### src/rtl/latch_wr_pkg.sv
// Shared types and constants for the latch bank write controller.
// The phase counter width is derived here so the top and the timer agree on it.
package latch_wr_pkg;

  typedef enum logic [2:0] {
    IDLE  = 3'd0,
    SETUP = 3'd1,
    PULSE = 3'd2,
    HOLD  = 3'd3,
    CHECK = 3'd4
  } wr_state_e;

  localparam int DEF_WIDTH     = 8;
  localparam int DEF_SETUP_CYC = 2;
  localparam int DEF_PULSE_CYC = 3;
  localparam int DEF_HOLD_CYC  = 2;

  localparam int                   ERR_CNT_W   = 8;
  localparam logic [ERR_CNT_W-1:0] ERR_CNT_MAX = 8'd255;

  // Bits needed to hold the longest of the three phase lengths.
  function automatic int phase_cnt_w(input int setup_cyc, input int pulse_cyc,
                                     input int hold_cyc);
    int m;
    m = setup_cyc;
    if (pulse_cyc > m) m = pulse_cyc;
    if (hold_cyc > m) m = hold_cyc;
    if (m < 1) return 1;
    return $clog2(m + 1);
  endfunction

endpackage

### src/rtl/latch_bank_writer_phase_timer.sv
// Loadable down-counter timing one write phase; expired is high in the
// last cycle of the loaded phase length.
module phase_timer #(
  parameter int CW = 2
) (
  input  logic          clk,
  input  logic          rst_n,
  input  logic          load,
  input  logic [CW-1:0] load_val,
  output logic          expired
);

  logic [CW-1:0] count;

  always_ff @(posedge clk or negedge rst_n) begin
    if (!rst_n) begin
      count <= '0;
    end else if (load) begin
      count <= load_val;
    end else if (count != '0) begin
      count <= count - 1'b1;
    end
  end

  // Loading L makes the phase last exactly L cycles: L, L-1, ..., 1.
  assign expired = (count == CW'(1));

endmodule

### src/rtl/latch_bank_writer.sv
// Write controller for a bank of gated D latches: settles D with En low,
// pulses En, holds D, then checks the latch readback against the written word.
module latch_bank_writer
  import latch_wr_pkg::*;
#(
  parameter int WIDTH     = DEF_WIDTH,
  parameter int SETUP_CYC = DEF_SETUP_CYC,
  parameter int PULSE_CYC = DEF_PULSE_CYC,
  parameter int HOLD_CYC  = DEF_HOLD_CYC
) (
  input  logic                 clk,
  input  logic                 rst_n,
  input  logic                 wr_valid,
  input  logic [WIDTH-1:0]     wr_data,
  output logic                 wr_ready,
  output logic [WIDTH-1:0]     latch_d,
  output logic                 latch_en,
  input  logic [WIDTH-1:0]     latch_q,
  output logic                 busy,
  output logic                 done,
  output logic                 verify_err,
  output logic [ERR_CNT_W-1:0] err_cnt,
  output logic [2:0]           fsm_state
);

  localparam int CW = phase_cnt_w(SETUP_CYC, PULSE_CYC, HOLD_CYC);

  if (SETUP_CYC < 1 || PULSE_CYC < 1 || HOLD_CYC < 1) begin : g_bad_timing
    $error("latch_bank_writer: SETUP_CYC, PULSE_CYC and HOLD_CYC must all be >= 1");
  end

  // Handshake: a word is accepted on a rising edge where wr_valid && wr_ready;
  // wr_ready is high only in IDLE and wr_valid/wr_data are ignored elsewhere.
  wr_state_e        state;
  wr_state_e        state_nxt;
  logic             handshake;
  logic             tmr_load;
  logic [CW-1:0]    tmr_val;
  logic             tmr_expired;
  logic [WIDTH-1:0] q_smp;

  assign wr_ready   = (state == IDLE);
  assign busy       = (state != IDLE);
  assign handshake  = wr_valid && wr_ready;
  assign done       = (state == CHECK);
  assign verify_err = done && (q_smp != latch_d);
  assign fsm_state  = state;

  phase_timer #(
    .CW(CW)
  ) u_timer (
    .clk     (clk),
    .rst_n   (rst_n),
    .load    (tmr_load),
    .load_val(tmr_val),
    .expired (tmr_expired)
  );

  always_comb begin
    state_nxt = state;
    tmr_load  = 1'b0;
    tmr_val   = '0;
    case (state)
      IDLE: begin
        if (handshake) begin
          state_nxt = SETUP;
          tmr_load  = 1'b1;
          tmr_val   = CW'(SETUP_CYC);
        end
      end
      SETUP: begin
        if (tmr_expired) begin
          state_nxt = PULSE;
          tmr_load  = 1'b1;
          tmr_val   = CW'(PULSE_CYC);
        end
      end
      PULSE: begin
        if (tmr_expired) begin
          state_nxt = HOLD;
          tmr_load  = 1'b1;
          tmr_val   = CW'(HOLD_CYC);
        end
      end
      HOLD: begin
        if (tmr_expired) state_nxt = CHECK;
      end
      CHECK:   state_nxt = IDLE;
      default: state_nxt = IDLE;
    endcase
  end

  // latch_d only moves on the handshake edge, when En is low and stays low,
  // so D and En never switch on the same edge.
  always_ff @(posedge clk or negedge rst_n) begin
    if (!rst_n) begin
      state    <= IDLE;
      latch_d  <= '0;
      latch_en <= 1'b0;
      q_smp    <= '0;
      err_cnt  <= '0;
    end else begin
      state    <= state_nxt;
      latch_en <= (state_nxt == PULSE);
      if (handshake) latch_d <= wr_data;
      if (state == HOLD && tmr_expired) q_smp <= latch_q;
      if (verify_err && err_cnt != ERR_CNT_MAX) err_cnt <= err_cnt + 1'b1;
    end
  end

endmodule
### config.mk
export PLATFORM = sky130hd
export DESIGN_NAME = latch_bank_writer
export DESIGN_NICKNAME = d
export VERILOG_FILES = /design/src/rtl/latch_wr_pkg.sv /design/src/rtl/latch_bank_writer_phase_timer.sv /design/src/rtl/latch_bank_writer.sv
export SDC_FILE = /design/constraint.sdc
export NUM_CORES = 1
export LEC_CHECK = 0
export CORE_ASPECT_RATIO = 1.2
export CORE_MARGIN = 4
export CORE_UTILIZATION = 46
export CTS_CLUSTER_DIAMETER = 150
export DETAILED_ROUTE_END_ITERATION = 8
export PLACE_DENSITY_LB_ADDON = 0.2
export SLEW_MARGIN = 20
export SYNTH_ARGS = -nofsm -noshare
export SYNTH_HDL_FRONTEND = slang
export SYNTH_SLANG_ARGS = --single-unit
### constraint.sdc
create_clock -name clk -period 1.95 [get_ports clk]
set_input_delay 0.39 -clock clk [delete_from_list [all_inputs] [get_ports clk]]
set_output_delay 0.39 -clock clk [all_outputs]
set_load 0.05 [all_outputs]
# Yosys cells after proc, flatten, opt, wreduce, memory -nomap -nowiden
# Index checks and enable logic that the tools add are counted.
# classes
add_sub_neg,2
n_mul,0
div,0
magnitude_cmp,0
n_eq_ne,8
shift,0
n_mux,14
bitwise,0
reduce_logical,9
# op_table
op,count
$mux W3,4
$pmux W3 S4,1
$mux W2,5
$eq A3 B2 Y1 const B,3
$add A8 B1 Y8 const B,1
$ne A8 B8 Y1,1
$ne A8 B8 Y1 const B,1
$pmux W2 S3,1
$logic_and A1 B1 Y1,4
$reduce_bool A2 Y1,2
$eq A3 B1 Y1 const B,1
$eq A3 B3 Y1 const B,1
$logic_not A3 Y1,1
$reduce_bool A3 Y1,1
$eq A2 B1 Y1 const B,1
$mux W1,2
$pmux W1 S2,1
$reduce_or A2 Y1,1
$sub A2 B1 Y2 const B,1
# totals
regBits,30
latch_bits,0
mem_bits_rw,0
romBits,0
input_bits,19
output_inout_bits,24
word_cells,39
n_memories,0

# Logic depth before layout (Yosys ltp)
# logic_depth
ltp_word,5
ltp_mapped,7
depth_no_buf,7

# Modules after synthesis
# From an unflattened synthesis, not the netlist that was laid out.
# unflattened
cells_unflattened,123
area_unflattened_um2,1519.0
# by_module_without_submodules
module,n_inst,cells_per_inst,area_each_um2,seq_area_each_um2
latch_bank_writer,1,110,1382.6,700.7
phase_timer,1,13,136.4,50.0

# Worst setup path after synthesis
# OpenSTA, ideal clock, no wires.
# synth_path
path_type,reg2reg
startpoint,register state[2] (netlist: fsm_state[2])
endpoint,register err_cnt[1]
setup_ns,0.125
arrival_ns,2.439
t_required_ns,1.825
slack_ns,-0.614
stages_incl_launch_ff,5
n_path_buf,0
synth_period_minus_slack_ns,2.564
cell_sequence,dfrtp_1 > nor3b_4 > a21boi_4 > and2_4 > mux2_4
# synth_between
elab_chain_len,3
# synth_rtl
element,line_no,rtl
start: declaration,latch_bank_writer.sv:34,wr_state_e state;
start signal: assignment,latch_bank_writer.sv:103,state <= state_nxt;
$eq A3 B3 Y1,latch_bank_writer.sv:45,assign done = (state == CHECK);
via done,latch_bank_writer.sv:20,"output logic done,"
$logic_and A1 B1 Y1,latch_bank_writer.sv:46,assign verify_err = done && (q_smp != latch_d);
via verify_err,latch_bank_writer.sv:21,"output logic verify_err,"
$logic_and A1 B1 Y1,latch_bank_writer.sv:107,if (verify_err && err_cnt != ERR_CNT_MAX) err_cnt <= err_cnt + 1'b1;
end signal: assignment,latch_bank_writer.sv:107,
end: declaration,latch_bank_writer.sv:22,"output logic [ERR_CNT_W-1:0] err_cnt,"
# The timed path passes the listed nets, and every way through them passes these cells.
# A chain may end at the register's enable or synchronous reset.

# Worst setup path in the final report
# layout_path
startpoint,register latch_d[6]
endpoint,output verify_err
# layout_between
elab_chain_len,2
# layout_rtl
element,line_no,rtl
start: declaration,latch_bank_writer.sv:16,"output logic [WIDTH-1:0] latch_d,"
start signal: assignment,latch_bank_writer.sv:105,if (handshake) latch_d <= wr_data;
$ne A8 B8 Y1,latch_bank_writer.sv:46,
$logic_and A1 B1 Y1,latch_bank_writer.sv:46,
end: declaration,latch_bank_writer.sv:21,
# No other way between the ends.

==> impl_metrics.toml <==
[clock_tree]
numCtsBuffers = 5
cts_root_buffer = "clkbuf_4"
clk_path_buf_depth = 2
clk_pin_slew_worst_paths_ns = 0.09
cts_max_level = 2
worstSkewPairLatency_ns = 0.32
cts_tree = "yes"
postCtsHoldBufs = 0
cts.sinks = 30

[drt]
ant_nets = 0
via_count = 1036
drcViolationCount = 0
firstDrtPassIters = 4
totalWireLength_um = 3044
via_per_inst = 5.103
wire_per_inst_um = 15.00
drt-initial-drc-count = 16

[logic_synthesis]
ys_ff_latch = 30
synth_cells = 116
synth_edf_count = 0
yosysWarnings = 0
synthFlopType = "dfrtp_1"
synth_area_sq_um = 1441
avgSynthCellArea_sq_um = 12.43
ys_seq_area_share_pct = 52.08
synth_nets = 138
ys_types = 30
async_flop_share_pct = 100.0

[grt]
grt.overflow.total = 0
grt_pass1_vias = 1111
grt_use_met3_pct = 4.655
grt_pass1_wl_um = 5237
antenna_found_initial = 0
globalRouteTotalUtil_pct = 17.14
met2_usage_pct = 26.41
grt-busiest-layer = "met2"
grt_util_met1_pct = 21.54
grt_max_degree = 31

[critical_path]
rr_startpoint = "latch_d[6]"
required_ns = 1.56
start_kind = "flip-flop"
worstPathMaxFanout = 3
crit_type = "reg2out"
r2r_end = "err_cnt[1]"
cp_data_arrival_time_ns = 1.53
rr_worst_depth = 6
r2r_slack_ns = 0.17
crit_path_end_kind = "output port"

[cells_and_area]
drive_gt1_share_pct = 33.53
final_cell_mix = "dfrtp_1, clkdlybuf4s50_1, buf_4"
num_antenna_cells = 0
fin_area_sq_um = 2024
final_common_cell = "dfrtp_1"
area_growth_pct = 40.45
final_util_pct = 66.86
finalNonFillerCells = 203
nNetsFinal = 189

[timing]
finalCritPeriodShare_pct = 98.56
setup_slack_ns = 0.02806
fin_worst_skew_ns = 0.006517
rsz0062_at_grt = "yes"
hold_viol = 0
max_freq_mhz = 520.3
final.min_clock_period_ns = 1.922
holdWs_ns = 0.4571
setup_viol = 0
maxSlewViolCount = 0
tightest_slew_ns = 0.5081
slew-limit-headroom_pct = 66.07

[run_status]
status = "finished clean"

[floorplanning]
initial_core_util_pct = 47.60
rows = 22
io_pins = 43
die_w_um = 59.10
dieArea_sq_um = 4097
core_sq_um = 3028
chipHeight_um = 69.32

[place]
io_buffers = 42
dpl_cell_area_sq_um = 1943
gp_congestion = 0.7673
dp_cells = 193
dp_hpwl_um = 2254
place_ws_ns = 0.2250

[worst_hold_path]
hold_class = "in2async"

[pwr]
leakage_nw = 0.9911
p_per_area_nw_per_um2 = 1637
max-vdd-ir-drop_mv = 1.331

[run]
max_cap_viol_count = 0
## what timing repair did
action                     CTS  global route
resized for setup            1             6
pin swaps                    3             5
setup buffers                1             2
setup endpoints to repair    2             7
## critical path, cell delays in order, from the launching register on
cell      delay, ns
dfrtp_1        0.41
xor2_1         0.15
nor4_2         0.38
a21boi_4       0.12
buf_12         0.16
## per-layer routing
layer	wire length, um	vias up	share of wire, %
li1	-	502	-
met1	1269	495	42
met2	1482	32	49
met3	220	7	7.2
met4	71	0	2.3
met5	0	-	0
## metrics by stage
step / power (W) / setup TNS, ns
global placement: 0.002937 / 0
global route: 0.003520 / -0.05525
floorplan: 0.002471 / -2.545
detailed placement: 0.002990 / 0
CTS: 0.003338 / -0.01452
finish: 0.003314 / 0
## power by group
group | internal [W] | switching (W)
Clock | 0.000136 | 0.000195
Sequential | 0.000878 | 0.000237
Combinational | 0.000790 | 0.00108
## cell families after synthesis
family / synth area share, %
and+or+nand+nor: 15.02
DFF: 52.08
muxes: 14.58
xor gates and xnor gates: 9.114
AOI/OAI and AO/OA: 4.168
buffers and inverters: 2.430
adders and majority gates: 2.604
## worst max path at each step
stage	startpoint	endpoint	slack, ns
final	latch_d[6]	verify_err	0.03
after global routing	latch_d[6]	verify_err	-0.06
after CTS	latch_d[0]	verify_err	-0.01
after detailed placement	fsm_state[1]	err_cnt[1]	0.23
after global placement	fsm_state[1]	err_cnt[1]	0.26
after floorplan	fsm_state[1]	err_cnt[1]	-0.45
## final cells by class
cell class | count | area, sq um
Tap cell | 36 | 45.04
Multi-Input combinational cell | 78 | 688.2
Sequential cell | 30 | 754.5
Inverter | 6 | 30.03
Fill cell | 239 | 1003
Clock buffer | 7 | 45.04
Timing Repair Buffer | 46 | 461.7
## registers in the layout, indices dropped and copies added (netlist names)
register	count
q_smp	8
u_timer.count	2
latch_d	8
err_cnt	8
latch_en	1
fsm_state	3
## cell usage after synthesis, types with 2 or more instances
| cell type | n | area, sq um |
|---|---|---|
| o21ai_0 | 2 | 10.01 |
| xnor2_1 | 4 | 35.03 |
| nand3_1 | 7 | 35.03 |
| a21oi_1 | 2 | 10.01 |
| ha_1 | 3 | 37.54 |
| mux2_4 | 2 | 30.03 |
| xor2_1 | 11 | 96.34 |
| mux2_2 | 16 | 180.2 |
| nand2_1 | 5 | 18.77 |
| nor2_1 | 10 | 37.54 |
| dfrtp_1 | 30 | 750.7 |
| inv_1 | 5 | 18.77 |
| nor3_1 | 2 | 10.01 |
No activity file was read; power rests on OpenSTA's default activity.
